File: config.mk
export PLATFORM = sky130hd
export DESIGN_NAME = wr_control_flat
export DESIGN_NICKNAME = d
export VERILOG_FILES = /design/src/rtl/wr_control_if.sv /design/src/rtl/wr_control.sv /design/src/flat_wrapper.sv
export SDC_FILE = /design/constraint.sdc
export NUM_CORES = 1
export LEC_CHECK = 0
export CORE_AREA = 4 4 165 183
export DETAILED_ROUTE_END_ITERATION = 10
export DIE_AREA = 0 0 169 187
export RECOVER_POWER = 50
export SYNTH_ARGS = -nofsm -noshare
export SYNTH_HDL_FRONTEND = slang
export SYNTH_SLANG_ARGS = --single-unit
File: constraint.sdc
create_clock -name clk -period 2.56 [get_ports clk]
set_input_delay 0.512 -clock clk [delete_from_list [all_inputs] [get_ports clk]]
set_output_delay 0.512 -clock clk [all_outputs]
set_load 0.05 [all_outputs]
File: src/rtl/wr_control_if.sv
// wr_control_if: start/base-address request and per-lane write-enable/address bundle for wr_control.
interface wr_control_if #(
   parameter int WIDTH_HEIGHT = 16,
   parameter int ADDR_WIDTH   = 8
);
   logic                               active;
   logic [ADDR_WIDTH-1:0]              base_addr;
   logic [WIDTH_HEIGHT-1:0]            wr_en;
   logic [WIDTH_HEIGHT*ADDR_WIDTH-1:0] wr_addr;
   logic                               busy;
   logic                               done;
   modport master (output active, base_addr, input wr_en, wr_addr, busy, done);
   modport slave  (input active, base_addr, output wr_en, wr_addr, busy, done);
endinterface

File: src/rtl/wr_control.sv
// wr_control: skewed write-enable staircase with per-lane write addresses for the systolic array output side.
module wr_control #(
   parameter int WIDTH_HEIGHT = 16,
   parameter int ADDR_WIDTH   = 8
) (
   input logic        clk,
   input logic        reset,
   wr_control_if.slave bus
);
   localparam int W  = WIDTH_HEIGHT;
   localparam int A  = ADDR_WIDTH;
   localparam int CW = $clog2(2 * W) + 1;
   typedef enum logic [1:0] {IDLE, FILL, DRAIN, DONE} state_t;
   state_t         state, state_n;
   logic [W-1:0]   en_q, en_n;
   logic [W*A-1:0] addr_q, addr_n, addr_inc;
   logic [CW-1:0]  cnt_q, cnt_n;
   logic           done_q, done_n;
   always_comb begin
      addr_inc = '0;
      for (int i = 0; i < W; i++)
         addr_inc[i*A +: A] = addr_q[i*A +: A] + {{(A-1){1'b0}}, en_q[i]};
   end
   always_comb begin
      state_n = state;
      en_n    = en_q;
      addr_n  = addr_q;
      cnt_n   = cnt_q;
      done_n  = 1'b0;
      case (state)
         IDLE: begin
            en_n   = bus.active ? {{(W-1){1'b0}}, 1'b1} : '0;
            addr_n = bus.active ? {W{bus.base_addr}} : '0;
            cnt_n  = bus.active ? CW'(1) : '0;
            state_n = bus.active ? FILL : IDLE;
         end
         FILL: begin
            // once every lane is on, start draining from lane 0
            addr_n  = addr_inc;
            en_n    = {en_q[W-2:0], cnt_q != CW'(W)};
            cnt_n   = (cnt_q == CW'(W)) ? cnt_q : cnt_q + 1'b1;
            state_n = (cnt_q == CW'(W)) ? DRAIN : FILL;
         end
         DRAIN: begin
            if (en_q == {1'b1, {(W-1){1'b0}}}) begin
               en_n    = '0;
               addr_n  = '0;
               cnt_n   = '0;
               done_n  = 1'b1;
               state_n = DONE;
            end else begin
               en_n   = {en_q[W-2:0], 1'b0};
               addr_n = addr_inc;
            end
         end
         DONE: state_n = IDLE;
      endcase
   end
   always_ff @(posedge clk) begin
      if (reset) begin
         state  <= IDLE;
         en_q   <= '0;
         addr_q <= '0;
         cnt_q  <= '0;
         done_q <= 1'b0;
      end else begin
         state  <= state_n;
         en_q   <= en_n;
         addr_q <= addr_n;
         cnt_q  <= cnt_n;
         done_q <= done_n;
      end
   end
   assign bus.wr_en   = en_q;
   assign bus.wr_addr = addr_q;
   assign bus.busy    = (state != IDLE);
   assign bus.done    = done_q;
endmodule

File: src/flat_wrapper.sv
// flat-port wrapper written by rule: the top's interface ports become plain ports
module wr_control_flat 
#(
   parameter int WIDTH_HEIGHT = 16,
   parameter int ADDR_WIDTH   = 8
)
  (clk, reset, bus_active, bus_base_addr, bus_wr_en, bus_wr_addr, bus_busy, bus_done);
  wr_control_if #(.WIDTH_HEIGHT(WIDTH_HEIGHT), .ADDR_WIDTH(ADDR_WIDTH)) bus_i ();
  input logic clk;
  input logic reset;
  input wire logic [$bits(bus_i.active)-1:0] bus_active;
  input wire logic [$bits(bus_i.base_addr)-1:0] bus_base_addr;
  output wire logic [$bits(bus_i.wr_en)-1:0] bus_wr_en;
  output wire logic [$bits(bus_i.wr_addr)-1:0] bus_wr_addr;
  output wire logic [$bits(bus_i.busy)-1:0] bus_busy;
  output wire logic [$bits(bus_i.done)-1:0] bus_done;
  assign bus_i.active = bus_active;
  assign bus_i.base_addr = bus_base_addr;
  assign bus_wr_en = bus_i.wr_en;
  assign bus_wr_addr = bus_i.wr_addr;
  assign bus_busy = bus_i.busy;
  assign bus_done = bus_i.done;
  wr_control #(.WIDTH_HEIGHT(WIDTH_HEIGHT), .ADDR_WIDTH(ADDR_WIDTH)) u_core (.clk(clk), .reset(reset), .bus(bus_i));
endmodule
### Word level (Yosys, flattened, before mapping)

Cells that the tools add are included.

| operators by class | value |
|---|---|
| bitwise operators | 1 |
| $add $sub $neg | 17 |
| muxes and demuxes | 15 |
| reductions and logical operators | 5 |
| equal/unequal tests | 8 |

Operators by type and width:

| operator | number |
|---|---|
| $pmux W128 S3 | 1 |
| $mux W128 | 2 |
| $add A8 B1 Y8 | 16 |
| $pmux W16 S3 | 1 |
| $pmux W6 S3 | 1 |
| $eq A16 B16 Y1 const B | 1 |
| $mux W16 | 1 |
| $mux W6 | 2 |
| $pmux W2 S4 | 1 |
| $add A6 B1 Y6 const B | 1 |
| $eq A6 B5 Y1 const B | 1 |
| $ne A6 B5 Y1 const B | 1 |
| $eq A2 B2 Y1 const B | 2 |
| $mux W1 | 4 |
| $mux W2 | 2 |
| $reduce_and A3 Y1 | 1 |
| $reduce_bool A3 Y1 | 1 |
| $eq A2 B1 Y1 const B | 1 |
| $logic_not A2 Y1 | 1 |
| $ne A2 B1 Y1 const B | 1 |
| $ne A2 B2 Y1 const B | 1 |
| $reduce_bool A2 Y1 | 1 |
| $reduce_or A2 Y1 | 1 |
| $not A1 Y1 | 1 |

| storage, ports and cells | value |
|---|---|
| register bits after elaboration | 153 |
| output and inout bits | 146 |

### Depth between registers and ports, before layout

Gate-level depths: netlist of run 1.

| depth | value |
|---|---|
| depth after elaboration | 3 |
| depth in mapped cells | 9 |
| depth with buffers taken out | 6 |

### Least setup slack after synthesis of run 1

No wires, ideal clock.

| path | value |
|---|---|
| kind | reg2reg |
| from | register u_core.state[0] |
| to | register u_core.cnt_q[3] |
| buffers on the path | 3 |
| cell stages (with the launch flop) | 10 |
| library setup time | 0.134 ns |
| path slack | 0.280 ns |
| arrival | 2.146 ns |
| cells stage by stage | dfxtp_1 inv_1 ha_1 clkbuf_1 nand2_1 clkbuf_1 clkbuf_1 nor2_1 o311ai_0 o31ai_1 |

| between the ends | value |
|---|---|
| cells in the longest elaborated chain, start to end | 3 |
| elaborated cells between the ends (all ways) | 8 |

Ends and longest elaborated chain:

| what | RTL line | RTL |
|---|---|---|
| from (decl) | wr_control.sv:14 | `state_t state, state_n;` |
| from (signal assigned) | wr_control.sv:67 | `state <= state_n;` |
| $eq A2 B2 Y1, or another cell as far along | wr_control.sv:30 | `case (state)` |
| $ne A2 B1 Y1 (no line), or another cell as far along | n/a |  |
| $reduce_and A3 Y1 (no line) | n/a |  |
| to (signal assigned) | wr_control.sv:70 | `cnt_q <= cnt_n;` |
| to (decl) | wr_control.sv:17 | `logic [CW-1:0] cnt_q, cnt_n;` |

Parallel ways exist; a longest one is shown, timed or not.
A chain may end at the register's enable or synchronous reset.

### Worst setup path after layout of run 1

| path | value |
|---|---|
| from | register u_core.addr_q[114], in the netlist u_core.bus.wr_addr[114] |
| to | output port bus_wr_addr[114] |

RTL lines:

| what | RTL line | RTL |
|---|---|---|
| from (decl) | wr_control.sv:16 | `logic [W*A-1:0] addr_q, addr_n, addr_inc;` |
| from (signal assigned) | wr_control.sv:69 | `addr_q <= addr_n;` |
| to (decl) | flat_wrapper.sv:14 | `output wire logic [$bits(bus_i.wr_addr)-1:0] bus_wr_addr;` |

No word-level cell between the ends.

==> results.md, run 1 <==
* Synth async-reset ratio at 0%
* Clock Path Buffers at 2
* Die Footprint at roughly 32000 um2
* CP arrival at 1900 ps
* Max Slew Vio Count at 0
* Wirelength, routed at 38910 um
* Fraction of layout cells with a size suffix above 1 at between 7 and 8%
* Post-synth top flop: dfxtp_1
* Post-synthesis sequential area ratio at 31.27%
* Setup Buffers After CTS at 0
* Power share of the sequential group at between 40% and 50%
* CTS Sinks at ~150
* Post-Place Cells at ~1700
* Post-Layout Cell Count at between 1500 and 2000
* Logic pwr share at 16.4%
* Worst setup SP type: flop
* Max Clk Rate at 0.4152 GHz
* Post-route setup slack at between 150 and 200 ps
* Tightest Hold Check Type: in2reg
* Crit path from: u_core.bus.wr_addr[114]
* Leakage power at between 4 and 5 nW
* Skew-Pair Late Insertion Delay at between 400 and 500 ps
* Status: completed
* Worst EP required at 2050 ps
* Crit path max-delay family: buffers and inverters
* Worst R2R Start: u_core.bus.wr_en[6]
* Vias per inst at 6.258
* Wirelength per Cell at 22.13 um
* Clk slew on worst S/H paths at roughly 70 ps
* Critical-path cell list: clkdlybuf4s50_1
* GRT overflow at 0
* Root buf cell: clkbuf_16
* Psw at 1.917 mW
* Worst-Margin Slew at just over 700 ps
* Largest net degree at the start of global routing at between 100 and 150
* Area post-placement at around 12000 um2
* Max incr delay on CP at between 900 and 1000 ps
* Clk pwr share at a little over two fifths
* WP buf/inv at 1
* Final Skew at between 10 and 15 ps
* Gp weighted congestion at about 0.83
* Worst path depth at 1
* Clock buffer count from CTS at 17
* IO Count at approximately 160
* Hold Buf Count CTS at 0
* Die Ht at between 150 and 200 um
* Die X at between 150 and 200 um
* Period utilization at approximately 94%
* All-Layer GR Usage at 23.90%
* Mapped cell area at around 10000 um2
* Initial drt markers at about 1200
* Dpl hpwl at between 20000 and 25000 um
* Slowest cell on crit path: clkdlybuf4s50_1
* Design area at ~13000 um2
* Sw Ratio at between 30% and 40%
* Remaining antenna violation count at 0
* Effective utilization at floorplan at ~35%
* Mapped Cells at 1265
* Total number of vias at between 10000 and 15000
* EDFF count, synth at 0
* DRT Pass-1 Iters at 5
* RSZ-0062 raised after global routing: no
* Std cell rows at between 60 and 70
* Yosys reg bits at 153
* Vias in the first global route at around 10000
* Final net count at about 1400
* Ant. Diodes at 0
* Setup CP Type: reg2out
* CP Capture Type: primary output
* Setup TNS at 0 ps
* First-pass GRT wire length at approximately 61000 um
* R2R setup slack at 200 ps
* Reg2Reg Depth at 5
* Layout area overhead at 27.94%
* Yosys warning count at 0
* Int Power at roughly 4.3 mW
* Syn Area/Cell at about 7.7 um2
* # setup viols final at 0
* Post-cts resize count at 1
* Relative slew slack at between 50% and 60%
* Most common cell after layout, fill and taps aside: dfxtp_1
* Crit path max fanout at 10
* Crit path capture: bus_wr_addr[114]
* Maximum VDD drop at between 300 and 400 uV
* Fin. Hold Viols at 0
* Core ar. at approximately 28000 um2
* H-tree depth at 4
* Worst Hold Launch: reset
* Initial antenna violation count at 0
* Port bufs at 156
* Dpl ws at -13.65 ps
* DRC viols at 0
* Synth Net Count at between 1000 and 1500
* Most frequent cells in the layout: dfxtp_1, a21oi_1, o21ai_0
* PwrDens at about 500 nW/um2
* Finished Core Util at about 44%
* Max Cap Viol at 0
* CTS tree: yes
* Post-synth cell types at 56
* Fin crit period at around 2400 ps
* Worst R2R End: u_core.bus.wr_addr[47]
-- Yosys cell counts, drive strengths merged, types with 10 or more instances --
cell type	instances	area share, %
nand3	64	3.3
a22o	28	2.5
clkbuf	110	4.2
nor2b	18	1.1
a21o	22	1.7
nand2	59	2.3
ha	44	5.6
o41ai	13	1.4
dfxtp	153	31
nor4	13	1.2
o32ai	55	4.9
a31oi	49	3.1
nor3	58	3.0
a21oi	131	6.7
a221oi	11	0.98
o211ai	18	1.4
o22ai	11	0.70
nand4	10	0.64
and3	17	1.1
o31ai	42	3.2
inv	73	2.8
o21ai	102	5.2
a211oi	32	2.5
nor2	42	1.6
-- state kept, by name, summed over array words and instances (netlist names), named ones only --
register and cells:
u_core.state 1, u_core.cnt_q 6, u_core.bus.done 1, u_core.bus.wr_en 16, u_core.bus.wr_addr 128
-- metrics by stage --
step           hold WS, ps  total power, mW
2_1_floorplan        434.8            3.282
3_5_place_dp         468.1            3.688
5_1_grt              470.8            6.458
4_1_cts              439.3            6.302
3_3_place_gp         462.6            3.679
6_report             444.6            6.260
-- logic make-up (layout without fill, tap and decap cells) --
group           Yosys count  count (layout)  share of synthesized area (%)
fa+ha+maj                44              44                          5.621
compound gates          556             556                          38.16
simple gates            322             322                          17.57
buf+inv                 190             315                          7.384
flops                   153             153                          31.27
-- layout make-up --
type	instances	area (um2)
fillers	2806	15850
multi-input cells	922	6067
flip-flops and latches	153	3063
repair buffers	211	2068
clock buffers	21	480.5
well taps	368	460.4
inverters	73	274.0
clock inverters	10	117.6
-- worst register-to-register path: cells and delay by family (launching register included) --
family / cells / cell delay, ps
flops: 1 / 380
compound gates: 3 / 810
simple gates: 1 / 610
buf+inv: 1 / 400
-- worst min path at each step --
stage                      endpoint  slack, ps  depth (start not counted)
2_1_floorplan       u_core.cnt_q[5]        430                          1
3_3_place_gp        u_core.cnt_q[5]        460                          1
3_5_place_dp        u_core.cnt_q[5]        470                          1
4_1_cts        u_core.bus.wr_en[14]        440                          2
5_1_grt        u_core.bus.wr_en[15]        470                          2
6_report       u_core.bus.wr_en[14]        440                          2
-- power by group through the flow --
stage / logic [mW] / clock network, mW / registers, mW
global route: 1.09 / 2.75 / 2.61
CTS: 1.04 / 2.66 / 2.60
floorplan: 0.401 / 0 / 2.88
detailed placement: 1.04 / 0 / 2.65
finish: 1.03 / 2.63 / 2.60
global placement: 1.03 / 0 / 2.65
-- routing by layer --
metal  vias up  wire [um]  GRT usage, %
li1       5134          -             -
met1      5302      17160         32.80
met2       483      17410         36.63
met3        83       2778         4.164
met4         0       1570         10.81
met5         -          0             0
No activity file was read; power rests on OpenSTA's default activity.
==> inputs of run 2 (changes only) <==
Settings changed: CAP_MARGIN set to 25.
==> results.md, run 2 (synthesized netlist as in run 1, its figures left out) <==
* Most common cell after layout, fill and taps aside: dfxtp_1
* Port bufs at between 150 and 200
* Fin crit period at 2408 ps
* Max Slew Vio Count at 0
* CTS Sinks at 153
* Total number of vias at between 10000 and 15000
* Layout area overhead at 28.23%
* Die Footprint at roughly 32000 um2
* Final net count at around 1400
* Die X at about 170 um
* Gp weighted congestion at 0.8347
* Tightest Hold Check Type: in2reg
* CP arrival at approximately 2700 ps
* Period utilization at 94.08%
* Initial antenna violation count at 0
* Fillers at between 2000 and 3000
* Max Cap Viol at 0
* Max incr delay on CP at between 600 and 700 ps
* Worst setup SP type: flop
* GRT overflow at 0
* Crit path max-delay family: compound AO/OA/AOI/OAI gates
* Setup CP Type: reg2reg
* Slowest cell on crit path: ha_1
* Worst-Margin Slew at around 730 ps
* Most frequent cells in the layout: dfxtp_1, a21oi_1, dlygate4sd3_1
* Tot Pwr at between 6 and 7 mW
* H-tree depth at 4
* Reg area at 3063 um2
* DRC viols at 0
* All-Layer GR Usage at between 20% and 30%
* # setup viols final at 0
* Vias in the first global route at ~10000
* IO Count at 157
* Status: completed
* Crit path max fanout at 78
* Root buf cell: clkbuf_16
* Die Ht at approximately 190 um
* Final Skew at approximately 13 ps
* Vias per inst at roughly 6.3
* Initial drt markers at 1240
* Area post-placement at ~12000 um2
* Maximum VDD drop at around 350 uV
* Multi-input logic area at 6070 um2
* Relative slew slack at around half
* Clk slew on worst S/H paths at approximately 70 ps
* Design area at 12560 um2
* Largest register FFs at 128
* Remaining antenna violation count at 0
* Skew-Pair Late Insertion Delay at 430 ps
* Fraction of layout cells with a size suffix above 1 at under 10%
* PwrDens at a little over 500 nW/um2
* Leakage power at 4.784 nW
* Setup TNS at 0 ps
* Critical-path cell list: inv_1, ha_1, nand2_2, buf_12, o311a_1, o32ai_1
* Effective utilization at floorplan at 34.51%
* Setup Buffers After CTS at 0
* Largest net degree at the start of global routing at approximately 110
* First-pass GRT wire length at between 60000 and 70000 um
* Fin. Hold Viols at 0
* RSZ-0062 raised after global routing: no
* Std cell rows at 65
* Clock buffer count from CTS at 17
* Finished Core Util at 44.25%
* CP Capture Type: flop
* Wirelength per Cell at ~22 um
* WP buf/inv at 2
* CTS tree: yes
* Wirelength, routed at between 30000 and 40000 um
* Worst EP required at a little under 3000 ps
* Ant. Diodes at 0
* Max Clk Rate at 0.4152 GHz
* Clock Path Buffers at 2
* DRT Pass-1 Iters at 6
* Dpl hpwl at 24980 um
* Core ar. at ~28000 um2
[run 2: changes by cell type in the layout (fill, tap and decap cells not counted), moves of 2 or more]
cell | before | now
clkdlybuf4s50_1 | 70 | 37
clkinv_4 | 1 | 3
dlygate4sd3_1 | 84 | 117
clkbuf_2 | 4 | 0
buf_4 | 43 | 46
clkbuf_1 | 1 | 3
clkbuf_8 | 4 | 1
[run 2: per-stage QoR]
step	setup slack, ps	hold slack, ps	instances
detailed placement	112.9	469.0	1728
floorplan	279.7	434.8	1265
global placement	88.25	462.6	1727
CTS	116.8	444.8	1760
finish	151.6	462.0	1760
global route	26.10	477.7	1760
[run 2: what timing repair did]
item,CTS,global route
hold endpoints to repair,0,0
gates resized for setup,0,1
hold buffers,0,0
endpoints found under the setup margin,0,10
[run 2: layout make-up]
type | instances | area share (%)
sequential | 153 | 24.39
inverter | 73 | 2.182
clock buffer | 19 | 3.527
clock inverter | 13 | 1.345
tap | 368 | 3.666
multi-input combinational | 922 | 48.33
timing repair buffer | 212 | 16.57
[run 2: worst reg2reg max path: stages (launching register included)]
cell and delay, ps:
dfxtp_1 430, inv_1 130, ha_1 620, nand2_2 180, buf_12 250, o311a_1 470, o32ai_1 230
[run 2: layer usage]
metal / vias to the layer above / wire, um / GRT usage [%]
met5: - / 0 / 0
met4: 0 / 1212 / 8.795
met2: 479 / 17740 / 37.02
met1: 5357 / 17240 / 32.77
met3: 74 / 2743 / 4.270
li1: 5140 / - / -
[run 2: power breakdown]
part	switching [mW]	internal, mW
sequential	0.135	2.46
clock	1.12	1.57
combinational	0.685	0.338
[run 2: path summary, 6_finish.rpt]
| check | slack (ps) | depth (start not counted) | endpoint | from |
|---|---|---|---|---|
| max | 150 | 6 | u_core.bus.wr_addr[53] | u_core.state[0] |
| min | 460 | 2 | u_core.bus.wr_en[15] | reset |
| max reg2reg | 150 | 6 | u_core.bus.wr_addr[53] | u_core.state[0] |
| min reg2reg | 480 | 1 | u_core.cnt_q[5] | u_core.cnt_q[5] |
==> inputs of run 3 (changes only) <==
Settings changed: GPL_ROUTABILITY_DRIVEN set to 0.
==> results of run 3 <==
No change in the layout: final DEF, timing and power equal those of run 2.
==> RTL change (flow settings as in run 3) <==
The 4 states of `state_t` get a one-hot encoding in 4 bits.
--- a/src/rtl/wr_control.sv
+++ b/src/rtl/wr_control.sv
@@ -11,5 +11,5 @@
    localparam int A  = ADDR_WIDTH;
    localparam int CW = $clog2(2 * W) + 1;
-   typedef enum logic [1:0] {IDLE, FILL, DRAIN, DONE} state_t;
+   typedef enum logic [3:0] {IDLE = 4'b0001, FILL = 4'b0010, DRAIN = 4'b0100, DONE = 4'b1000} state_t;
    state_t         state, state_n;
    logic [W-1:0]   en_q, en_n;
Function: same outputs for any inputs over 4 cycles, from zero or initial values and one cycle with reset high; so few cycles prove little.
==> RTL change against run 3 <==
Final area is 18% lower; worst hold slack worse by 0.0079 ns; critical path type is now flip-flop to output pin; global-route usage is 7.3 points lower; critical endpoint is now bus_busy; setup slack worse by 0.033 ns; synthesized cell count is 20% lower; routed wire length is 31% lower; first-iteration DRC count is 50% lower; final cell count is 13% lower; area after synthesis is 20% lower; fmax is 1.3% lower; sequential cell count is 2 higher.
Power is not compared: it rests on default switching activity, and its combinational part moved more than twofold at a synthesized area within 25%.
==> RTL change: results (changes against run 3) <==
| Metric | Value |
|---|---|
| Status | finished clean |
| Post-synthesis area per instance | 7.755 sq um (+0.16%) |
| Initial drt markers | 626 (-50%) |
| Max FFs per register | 128 (unchanged) |
| Buffers on Ports | 156 (unchanged) |
| Max FO, Critical Path | 11 (-86%) |
| Final Hold Fails | 0 (unchanged) |
| Post-Synth XOR/XNOR Area | 0.004296 (+0.004296) |
| Mux contribution to synthesized area | 0.001273 (+0.001273) |
| Switching portion of total power | 0.3982 |
| Area contributors post-synth | dfxtp_1, a21oi_1, nor2_1 |
| Critical-path top delay cell | or4b_2 |
| Post-Synth Adder-Cell Area | 0.05569 (-0.0005203) |
| Post-CTS Setup Bufs | 0 (unchanged) |
| NumNets Final | 1191 (-17%) |
| Gate power share | 0.315 |
| Antenna violations before repair | 0 (unchanged) |
| Detailed placement HPWL | 19.57 mm (-22%) |
| Vias in the first global route | 7420 (-28%) |
| Final non-filler cell total | 1526 (-13%) |
| Post_cts resized | 0 (unchanged) |
| Root buffer cell | clkbuf_16 |
| Slew @ Worst Pin | 0.7726 ns (+0.04454 ns) |
| Min Tclk post-route | 2.441 ns (+0.03266 ns) |
| Crit path from | u_core.state[0]$_SDFFE_PP1P_ |
| Worst hold path depth | 2 (unchanged) |
| Leakage | 3.849 nW |
| Synthesized Nets | 1060 (-20%) |
| Avg Vias per Cell | 5.266 (-16%) |
| WHS | 0.4542 ns (-0.007856 ns) |
| Global-route wire length before repair | 42.36 mm (-30%) |
| R2R Setup Slk | 0.24 ns (+0.09 ns) |
| Clock buffer depth | 2 (unchanged) |
| Arr. time, crit path | 1.93 ns (-0.81 ns) |
| N_diodes | 0 (unchanged) |
| Reg-to-reg critical path endpoint | u_core.bus.wr_addr[44]$_SDFFE_PP0P_ |
| GRT Util Overall | 0.1646 (-0.07270) |
| Worst Hold End | u_core.bus.wr_addr[49]$_SDFFE_PP0P_ |
| Clock-pin transition on the worst setup and hold timing paths | 0.06 ns |
| Sequential-to-total area share from yosys stat | 0.3946 (+0.08187) |
| H-tree levels | 4 (unchanged) |
| Synth top cells by count | dfxtp_1, a21oi_1, nor2_1 |
| Clock Latency Late Sink | 0.42 ns |
| Hold Path Origin | reset |
| Initial DRT Pass Iterations | 7 (+1) |
| Largest stage delay, worst path | 0.68 ns (+0.06 ns) |
| Sequential share of power | 0.380 |
| Crit path max-delay family | simple AND/OR/NAND/NOR gates |
| Ys Warns | 0 (unchanged) |
| Critical path capture point | bus_busy |
| Peak VDD IR | between 0.4 and 0.5 mV |
| Num CTS Buffers | 17 (unchanged) |
| Largest net degree at the start of global routing | 54 (-50%) |
| Layout cells sized above 1 | 0.06563 (-0.01339) |
| Post-synthesis compound-gate area fraction | 0.2277 (-0.1539) |
| Hold/Removal Path Class | primary input to flip-flop |
| Worst clock skew | 0.01255 ns (-0.0004529 ns) |
| FF-to-FF path depth | 5 (-1) |
| Distinct cells, synth | 53 (-5.4%) |
| DRT Wirelength | 26.77 mm (-31%) |
RTL change: layout make-up:
class	count	area [sq um]
Clock buffer	18	439.2
Clock inverter	14	115.1
Fill cell	2885	18050
Inverter	4	15.01
Multi-Input combinational cell	781	4367
Sequential cell	155	3103
Tap cell	368	460.4
Timing Repair Buffer	186	1836
RTL change: per-layer routing:
metal	up-vias	share of wire	GRT usage
li1	3970	-	-
met4	0	0.021	0.04893
met2	240	0.46	0.2612
met3	30	0.058	0.03741
met5	-	0	0
met1	3796	0.46	0.2238
RTL change: per-stage QoR:
stage / total power (W) / util / instance area [sq um]
3_5_place_dp: 0.005578 / 0.3456 / 9811
2_1_floorplan: 0.004694 / - / 7864
5_1_grt: 0.008217 / 0.3641 / 10330
4_1_cts: 0.007980 / 0.3652 / 10360
3_3_place_gp: 0.005535 / 0.3456 / 9811
6_report: 0.007829 / 0.3641 / 10330
